## src/rtl/bin2bcd_pkg.sv

```systemverilog
// Shared types and constants for the sequential double-dabble converter.
package bin2bcd_pkg;

    typedef enum logic [1:0] {
        IDLE  = 2'd0,
        SHIFT = 2'd1,
        DONE  = 2'd2
    } state_e;

    localparam int         DIGIT_W     = 4;
    localparam logic [3:0] ADD3_THRESH = 4'd5;
    localparam logic [3:0] BCD_NINE    = 4'd9;

    // Largest value representable with the given number of decimal digits.
    function automatic logic [31:0] bcd_limit(input int digits);
        logic [31:0] v;
        v = 32'd1;
        for (int i = 0; i < digits; i++) begin
            v = v * 32'd10;
        end
        return v - 32'd1;
    endfunction

endpackage

```

## src/rtl/bin2bcd_seq_dabble_digit.sv

```systemverilog
// One BCD digit correction cell: add 3 when the digit is 5 or more.
module dabble_digit
    import bin2bcd_pkg::*;
(
    input  logic [3:0] d_i,
    output logic [3:0] d_o
);

    assign d_o = (d_i >= ADD3_THRESH) ? d_i + 4'd3 : d_i;

endmodule

```

## src/rtl/bin2bcd_seq.sv

```systemverilog
// Sequential binary-to-BCD converter with start/busy/done handshake and held outputs.
// Leading-zero blanking is built only when BIN2BCD_BLANK_EN is defined.
module bin2bcd_seq
    import bin2bcd_pkg::*;
#(
    parameter int BIN_W  = 14,
    parameter int DIGITS = 4
) (
    input  logic                      clk,
    input  logic                      rst,
    input  logic                      start,
    input  logic [BIN_W-1:0]          bin,
    output logic                      busy,
    output logic                      done,
    output logic [DIGIT_W*DIGITS-1:0] bcd,
    output logic                      ovf,
    output logic [DIGITS-1:0]         blank
);

    localparam int          SW    = DIGIT_W * DIGITS;
    localparam int          CW    = $clog2(BIN_W + 1);
    localparam logic [31:0] LIMIT = bcd_limit(DIGITS);

    state_e           state_q;
    logic [BIN_W-1:0] shift_q, shift_d;
    logic [SW-1:0]    scratch_q, scratch_d;
    logic [CW-1:0]    cnt_q, cnt_d;
    logic             ovf_pend_q;
    logic             busy_q, done_q, ovf_q;
    logic [SW-1:0]    bcd_q;
    logic [SW-1:0]    adj;
    logic [SW+BIN_W-1:0] cat_d;
    logic             accept;

    for (genvar g = 0; g < DIGITS; g++) begin : g_dd
        dabble_digit u_dd (
            .d_i (scratch_q[g*DIGIT_W +: DIGIT_W]),
            .d_o (adj[g*DIGIT_W +: DIGIT_W])
        );
    end

    // Digits beyond the top one fall off here; ovf saturation covers that case.
    assign cat_d     = {adj, shift_q} << 1;
    assign scratch_d = cat_d[SW+BIN_W-1:BIN_W];
    assign shift_d   = cat_d[BIN_W-1:0];
    assign cnt_d     = cnt_q - CW'(1);
    assign accept    = start && (state_q == IDLE || state_q == DONE);

    always_ff @(posedge clk) begin
        if (!rst) begin
            state_q    <= IDLE;
            shift_q    <= '0;
            scratch_q  <= '0;
            cnt_q      <= '0;
            ovf_pend_q <= 1'b0;
            busy_q     <= 1'b0;
            done_q     <= 1'b0;
            bcd_q      <= '0;
            ovf_q      <= 1'b0;
        end else begin
            done_q <= 1'b0;
            busy_q <= (state_q == SHIFT);
            case (state_q)
                IDLE: ;
                SHIFT: begin
                    scratch_q <= scratch_d;
                    shift_q   <= shift_d;
                    cnt_q     <= cnt_d;
                    if (cnt_q == CW'(1)) state_q <= DONE;
                end
                DONE: begin
                    done_q  <= 1'b1;
                    bcd_q   <= ovf_pend_q ? {DIGITS{BCD_NINE}} : scratch_q;
                    ovf_q   <= ovf_pend_q;
                    state_q <= IDLE;
                end
                default: state_q <= IDLE;
            endcase
            // Acceptance overrides the DONE->IDLE move, giving back-to-back conversions.
            if (accept) begin
                shift_q    <= bin;
                scratch_q  <= '0;
                cnt_q      <= CW'(BIN_W);
                ovf_pend_q <= (32'(bin) > LIMIT);
                state_q    <= SHIFT;
            end
        end
    end

    assign busy = busy_q;
    assign done = done_q;
    assign bcd  = bcd_q;
    assign ovf  = ovf_q;

`ifdef BIN2BCD_BLANK_EN
    logic [DIGITS-1:0] blank_q, blank_d;
    logic              hi_zero;

    always_comb begin
        blank_d = '0;
        hi_zero = 1'b1;
        for (int i = DIGITS - 1; i >= 1; i--) begin
            hi_zero    = hi_zero && (scratch_q[i*DIGIT_W +: DIGIT_W] == 4'd0);
            blank_d[i] = hi_zero && !ovf_pend_q;
        end
    end

    always_ff @(posedge clk) begin
        if (!rst) begin
            blank_q <= '0;
        end else if (state_q == DONE) begin
            blank_q <= blank_d;
        end
    end

    assign blank = blank_q;
`else
    assign blank = '0;
`endif

endmodule

```

## config.mk

```make
export PLATFORM = sky130hd
export DESIGN_NAME = bin2bcd_seq
export DESIGN_NICKNAME = d
export VERILOG_FILES = /design/src/rtl/bin2bcd_pkg.sv /design/src/rtl/bin2bcd_seq_dabble_digit.sv /design/src/rtl/bin2bcd_seq.sv
export SDC_FILE = /design/constraint.sdc
export NUM_CORES = 1
export LEC_CHECK = 0
export ABC_AREA = 0
export BUFFER_PORTS_ARGS = -buffer_cell sky130_fd_sc_hd__buf_4
export CORE_UTILIZATION = 53
export CTS_BUF_LIST = sky130_fd_sc_hd__clkbuf_8
export CTS_CLUSTER_SIZE = 14
export DETAILED_ROUTE_END_ITERATION = 8
export GPL_ROUTABILITY_DRIVEN = 0
export HOLD_SLACK_MARGIN = 0.12
export PLACE_DENSITY = 0.82
export SYNTH_ARGS = -nofsm -noshare
export SYNTH_HDL_FRONTEND = slang
export SYNTH_SLANG_ARGS = --single-unit
```

## constraint.sdc

```tcl
create_clock -name clk -period 1.4 [get_ports clk]
set_input_delay 0.42 -clock clk [delete_from_list [all_inputs] [get_ports clk]]
set_output_delay 0.42 -clock clk [all_outputs]
set_load 0.1 [all_outputs]
```

==> results of run 1 <==
-- critical path, cell delays in order, from the launching register on --
cell and delay [ns]:
sky130_fd_sc_hd__dfxtp_4 0.39, sky130_fd_sc_hd__inv_2 0.05, sky130_fd_sc_hd__ha_4 0.16, sky130_fd_sc_hd__nand2b_4 0.07, sky130_fd_sc_hd__a21oi_4 0.06, sky130_fd_sc_hd__or4_4 0.55
sky130_fd_sc_hd__nand3_2 0.09
-- state kept, by name, summed over array words and instances (netlist names) --
| signal | flops |
|---|---|
| shift_q | 14 |
| ovf | 1 |
| cnt_q | 4 |
| bcd | 16 |
| scratch_q | 16 |
| state_q | 2 |
| done | 1 |
| ovf_pend_q | 1 |
| busy | 1 |
-- cells by family (layout without fill, tap and decap cells) --
family	after synthesis	in the layout	synth area share (%)
AND/OR/NAND/NOR	135	135	27.19
flip-flops	56	56	43.81
AO/OA/AOI/OAI	53	53	14.47
buffers and inverters	38	86	7.041
adder cells (fa/ha/maj)	10	10	4.890
XOR/XNOR	6	6	2.054
other	1	4	0.1466
multiplexers	1	1	0.3912
-- layer usage --
metal	up-vias	global-route usage (%)	share of wire, %
li1	1141	-	-
met1	1032	27.40	45
met2	66	38.31	49
met3	8	4.641	5.0
met4	0	5.882	1.5
met5	-	0	0
-- final cells by class --
| class | count | area, µm² |
|---|---|---|
| Fill cell | 344 | 1232 |
| Inverter | 12 | 50.05 |
| Multi-Input combinational cell | 209 | 1363 |
| Clock buffer | 5 | 68.82 |
| Tap cell | 52 | 65.06 |
| Timing Repair Buffer | 66 | 540.5 |
| Clock inverter | 3 | 46.29 |
| Sequential cell | 56 | 1139 |
-- worst min path at each step --
stage | startpoint | to | slack [ns]
floorplan | shift_q[13]$_SDFFE_PN0P_ | scratch_q[0]$_SDFFE_PP0P_ | 0.43
CTS | bin[2] | shift_q[2]$_SDFFE_PN0P_ | 0.33
global route | bin[2] | shift_q[2]$_SDFFE_PN0P_ | 0.33
global placement | bcd[9]$_SDFFE_PN0N_ | bcd[9]$_SDFFE_PN0N_ | 0.44
detailed placement | bcd[5]$_SDFFE_PN0N_ | bcd[5]$_SDFFE_PN0N_ | 0.45
finish | bin[2] | shift_q[2]$_SDFFE_PN0P_ | 0.34
-- cell usage after synthesis (9+ instances only) --
cell type / instances
sky130_fd_sc_hd__o221ai_1: 9
sky130_fd_sc_hd__inv_1: 12
sky130_fd_sc_hd__nand2_1: 24
sky130_fd_sc_hd__clkbuf_1: 11
sky130_fd_sc_hd__ha_1: 10
sky130_fd_sc_hd__nand3_1: 17
sky130_fd_sc_hd__dfxtp_1: 56
sky130_fd_sc_hd__nor2_1: 36
sky130_fd_sc_hd__a21boi_1: 10
sky130_fd_sc_hd__buf_2: 9
sky130_fd_sc_hd__a21oi_1: 14
sky130_fd_sc_hd__nor3b_1: 12
-- timing repair --
action                                  4_1_cts  5_1_grt
cloned                                        0        0
hold buffers                                  0        0
pin swaps                                     0        3
endpoints found under the setup margin        8       17
setup buffers                                 0        1
gates resized for setup                      13       28
-- per-stage QoR --
step	setup slack (ns)	total power (µW)	utilization [%]	hold slack, ns
5_1_grt	-0.06211	3322	72.64	0.3271
6_report	-0.02426	3217	72.64	0.3352
3_3_place_gp	-0.09282	2144	67.17	0.4416
2_1_floorplan	0.007016	2028	-	0.4321
4_1_cts	0.002752	3218	70.33	0.3314
3_5_place_dp	-0.1513	2153	67.17	0.4498
-- power breakdown --
group          internal (µW)  switching, µW
clock network            539            547
logic                    176            257
registers               1650           47.2
==> Flow_metrics.wiki, run 1 <==
{| class="wikitable"
! Metric !! Value
|-
| Outcome || finished, violations left
|-
| Failing checks || negative setup slack
|-
| Critical path startpoint || scratch_q[12]$_SDFFE_PP0P_
|-
| Count of inserted antenna diode cells || 0
|-
| Port Buf Inserts || 35
|-
| Worst Hold Depth || 2
|-
| Total DRC errors in the routed layout || 0
|-
| Average cell area after synthesis || 8.529 µm²
|-
| Final critical-path setup slack || -0.02426 ns
|-
| Final std cell area, no fill || 3272 µm²
|-
| Number of standard cells after synthesis || 300
|-
| Crit Path Category || reg2reg
|-
| Vias in the first global route || 1984
|-
| Post-place instance area || 3025 µm²
|-
| Clock network latency to the later pin of the worst-skew pair || 0.32 ns
|-
| CTS Buf Count || 5
|-
| Share of final-layout standard cells stronger than drive strength 1 || 30.20%
|-
| First-pass GRT wire length || 8859 µm
|-
| Sequential element share of the synthesized area || between 40% and 50%
|-
| Area of the core || 4504 µm²
|-
| Power density over the cells || 983.3 nW/µm²
|-
| Number of register bits inferred by synthesis || 56
|-
| Commonest cells after routing, fill and taps aside || sky130_fd_sc_hd__buf_4 (61), sky130_fd_sc_hd__dfxtp_1 (46), sky130_fd_sc_hd__nor2_1 (36)
|-
| Nature of the critical path endpoint || flop
|-
| Peak clock frequency supported by timing || roughly 700 MHz
|-
| Layout Skew || 0.01100 ns
|-
| Crit path launch type || flop
|-
| Total clock sinks || 56
|-
| Starting utilization of the core area || about 57%
|-
| Clock Pin Slew Worst Setup and Hold Paths || 0.11 ns
|-
| WL per Instance || 13.78 µm
|-
| Cell Count Post-Placement || 394
|-
| Bufs on Longest Clock Path || 2
|-
| Pin count of the biggest net entering global routing || 30
|-
| Biggest area contributors in the synthesized netlist || sky130_fd_sc_hd__dfxtp_1 (44%), sky130_fd_sc_hd__nor2_1 (5.3%), sky130_fd_sc_hd__ha_1 (4.9%)
|-
| RR Endpoint || scratch_q[14]$_SDFFE_PP0P_
|-
| R2R cell count || 6
|-
| Area share of the largest cell type after synthesis || 43.81%
|-
| Congestion Overflow GR || 0
|-
| Cell Rows || 24
|-
| Launch instance of the worst register-to-register path || scratch_q[12]$_SDFFE_PP0P_
|-
| Die area || between 5000 and 6000 µm²
|-
| Unrepaired setup endpoints after global routing || yes
|-
| Synth async-reset ratio || 0%
|-
| Via/cell ratio || 5.576
|-
| DIE HEIGHT || 71.48 µm
|-
| Remaining antenna violation count || 0
|-
| Worst-case register-to-register setup slack || -0.02 ns
|-
| Post-synth EDFFs || 0
|-
| Filler-free cell count of the finished design || 403
|-
| Vias || approximately 2200
|-
| Worst-margin pin slew || 0.6398 ns
|-
| I/O pin count || 40
|-
| Post-route fraction of the period consumed by the critical path || 101.7%
|-
| Data arrival time of the worst path || 1.68 ns
|-
| Cell area after technology mapping || 2559 µm²
|-
| Total count of hold-check failures in the final report || 0
|-
| Normalized max-slew margin || 57.29%
|-
| Final-layout setup total negative slack || -0.02804 ns
|-
| Required time worst endpoint || 1.65 ns
|-
| Worst hold path type || in2reg
|-
| # setup viols final || 2
|-
| Top fanout value on the critical path || 4
|-
| Min Clock Period, post-route || between 1 and 1.5 ns
|-
| Number of design-rule violations left by the first detailed-router iteration || 133
|-
| Most used flip-flop cell after synthesis || sky130_fd_sc_hd__dfxtp_1
|-
| Clock tree from TritonCTS || built
|-
| Depth of the CTS H-tree || 2
|-
| Fin nets || 377
|-
| Layout overhead on the synthesized area || 27.87%
|-
| Leading area contributor after synthesis || sky130_fd_sc_hd__dfxtp_1
|-
| 1st-pass router iterations || 4
|-
| Total length of routed wires || 5554 µm
|-
| Final Slew Violations || 0
|-
| Standby leakage power || 0.001338 µW
|-
| Distinct cell type count after synthesis || 35
|-
| Maximum ir drop on the vdd rail || slightly below 0.6 mV
|-
| Global Route Usage Sum || between 20% and 30%
|-
| Number of antenna violations at the first check in global routing || 0
|-
| DPL Wire Length || 3692 µm
|-
| Die Wd || 71.48 µm
|-
| Max-cap violations || 0
|-
| Commonest non-fill, non-tap cell in the layout || sky130_fd_sc_hd__buf_4
|-
| Worst setup path endpoint || scratch_q[14]$_SDFFE_PP0P_
|-
| Total of warnings raised by yosys || 0
|-
| Clk root buf || sky130_fd_sc_hd__clkbuf_8
|}
No activity file was read; power rests on OpenSTA's default activity.
==> inputs of run 2 (changes only) <==
CAP_MARGIN = 25   (was default)
PLACE_DENSITY = 0.78   (was 0.82)
TNS_END_PERCENT = 5   (was default)
==> Flow_metrics.wiki, run 2 (synthesis results as in run 1) <==
{| class="wikitable"
! Metric !! Value
|-
| Outcome || complete, no violations
|-
| Standby leakage power || 0.001316 µW
|-
| Clock tree from TritonCTS || built
|-
| Share of final-layout standard cells stronger than drive strength 1 || 27.38%
|-
| Power density over the cells || a little under 1000 nW/µm²
|-
| Starting utilization of the core area || 56.81%
|-
| Placement-stage worst setup slack || -0.1413 ns
|-
| Relative contribution of the clock network to total power || 33.2%
|-
| Power spent charging and discharging nets || 841.8 µW
|-
| Total clock sinks || 56
|-
| Layout Skew || 0.004470 ns
|-
| DPL Wire Length || 3735 µm
|-
| Number of design-rule violations left by the first detailed-router iteration || 76
|-
| Global Route Usage Sum || around 23%
|-
| Die Wd || 71.48 µm
|-
| 1st-pass router iterations || 4
|-
| Cell internal power dissipation || 2358 µW
|-
| Depth of the CTS H-tree || 2
|-
| Normalized max-slew margin || 58.42%
|-
| Nature of the critical path endpoint || flop
|-
| I/O pin count || 40
|-
| Met2 wirelength from detailed routing || between 2000 and 3000 µm
|-
| Unrepaired setup endpoints after global routing || yes
|-
| Max-cap violations || 0
|-
| WL per Instance || 13.97 µm
|-
| Uppermost signal routing layer after detailed routing || met4
|-
| Vias || 2261
|-
| Total DRC errors in the routed layout || 0
|-
| Final critical-path setup slack || ~0.0053 ns
|-
| Maximum ir drop on the vdd rail || 0.7022 mV
|-
| Met1 routed wirelength after detailed routing || approximately 2500 µm
|-
| Min Clock Period, post-route || 1.395 ns
|-
| Worst-margin pin slew || 0.6228 ns
|-
| # setup viols final || 0
|-
| Logic pwr share || 13.6%
|-
| Clock Pin Slew Worst Setup and Hold Paths || ~0.1 ns
|-
| Die area || 5109 µm²
|-
| Fillcell total || about 350
|-
| DIE HEIGHT || 71.48 µm
|-
| Bufs on Longest Clock Path || 2
|-
| Commonest non-fill, non-tap cell in the layout || sky130_fd_sc_hd__dfxtp_1
|-
| Remaining antenna violation count || 0
|-
| Final Slew Violations || 0
|-
| Port Buf Inserts || 35
|-
| Clk root buf || sky130_fd_sc_hd__clkbuf_8
|-
| Crit path launch type || flop
|-
| Met3 routed wirelength || 228 µm
|-
| Number of antenna violations at the first check in global routing || 0
|-
| Pin count of the biggest net entering global routing || 35
|-
| Top fanout value on the critical path || 4
|-
| Data arrival time of the worst path || 1.61 ns
|-
| Layout overhead on the synthesized area || 27.14%
|-
| Net switching share of the total power || about a quarter
|-
| Congestion Overflow GR || 0
|-
| First-pass GRT wire length || 9259 µm
|-
| Area of the core || 4504 µm²
|-
| Crit Path Category || reg2reg
|-
| Commonest cells after routing, fill and taps aside || sky130_fd_sc_hd__dfxtp_1 (47), sky130_fd_sc_hd__buf_4 (43), sky130_fd_sc_hd__nor2_1 (36)
|-
| Peak clock frequency supported by timing || 717.0 MHz
|-
| Fin nets || 373
|-
| Power share of the sequential group || 53.2%
|-
| Final-layout setup total negative slack || 0 ns
|-
| CTS Buf Count || 5
|-
| Vias in the first global route || 2087
|-
| Total count of hold-check failures in the final report || 0
|-
| Cell Rows || 24
|-
| Via/cell ratio || 5.667
|-
| Count of inserted antenna diode cells || 0
|-
| Total power || 3200 µW
|-
| Final std cell area, no fill || 3253 µm²
|-
| Worst hold path type || in2reg
|-
| Post-route fraction of the period consumed by the critical path || 99.62%
|-
| Clock network latency to the later pin of the worst-skew pair || 0.31 ns
|-
| Required time worst endpoint || 1.61 ns
|-
| Total length of routed wires || 5576 µm
|-
| Post-place instance area || around 3000 µm²
|}
run 2: cell count changes in the layout (fill, tap and decap cells not counted), sizes merged:
cell / previous run / this run
clkinv: 0 / 1
inv: 13 / 12
buf: 66 / 62
run 2: routing by layer:
layer / vias to the layer above / GRT usage, %
met5: - / 0
met4: 0 / 6.754
met3: 5 / 4.923
met2: 51 / 38.41
met1: 1075 / 29.70
li1: 1130 / -
run 2: timing repair:
action / 4_1_cts / 5_1_grt
endpoints found under the setup margin: 18 / 27
endpoints found under the hold margin: 0 / 0
setup buffers: 0 / 0
cloned: 0 / 0
resized for setup: 8 / 35
hold buffers: 0 / 0
pin swaps: 0 / 3
run 2: final cells by class:
class,instances,area (µm²),area share [%]
clock buffers,5,68.82,2.115
clock inverters,3,42.54,1.308
inverters,12,45.04,1.385
multi-input cells,209,1331,40.92
flip-flops and latches,56,1137,34.96
well taps,52,65.06,2.000
repair buffers,62,563.0,17.31
run 2: critical path: stages (launching register included):
cell and delay [ns]:
sky130_fd_sc_hd__dfxtp_4 0.38, sky130_fd_sc_hd__inv_1 0.05, sky130_fd_sc_hd__ha_1 0.20, sky130_fd_sc_hd__nand2b_1 0.09
sky130_fd_sc_hd__a21oi_2 0.07, sky130_fd_sc_hd__or4_4 0.43, sky130_fd_sc_hd__o311ai_2 0.10
run 2: power groups by stage:
stage	logic [µW]	registers [µW]	clock network, µW
after global routing	476	1710	1150
after global placement	408	1730	0
after CTS	425	1700	1080
after detailed placement	415	1740	0
after floorplan	291	1740	0
final	436	1700	1060
run 2: worst paths after layout:
check                                  from                   endpoint  slack [ns]  cells after the start
setup / recovery  scratch_q[0]$_SDFFE_PP0P_  scratch_q[1]$_SDFFE_PP0P_       0.005                      6
hold / removal                       bin[1]    shift_q[1]$_SDFFE_PN0P_        0.35                      2
setup reg to reg  scratch_q[0]$_SDFFE_PP0P_  scratch_q[1]$_SDFFE_PP0P_       0.005                      6
hold reg to reg        bcd[13]$_SDFFE_PN0N_       bcd[13]$_SDFFE_PN0N_        0.48                      2
run 2: per-stage QoR:
stage | hold slack [ns] | instances | util, %
after global placement | 0.4391 | 391 | 66.67
after CTS | 0.3414 | 399 | 69.67
final | 0.3466 | 399 | 72.22
after detailed placement | 0.4560 | 391 | 66.67
after global routing | 0.3379 | 399 | 72.22
after floorplan | 0.4321 | 303 | -
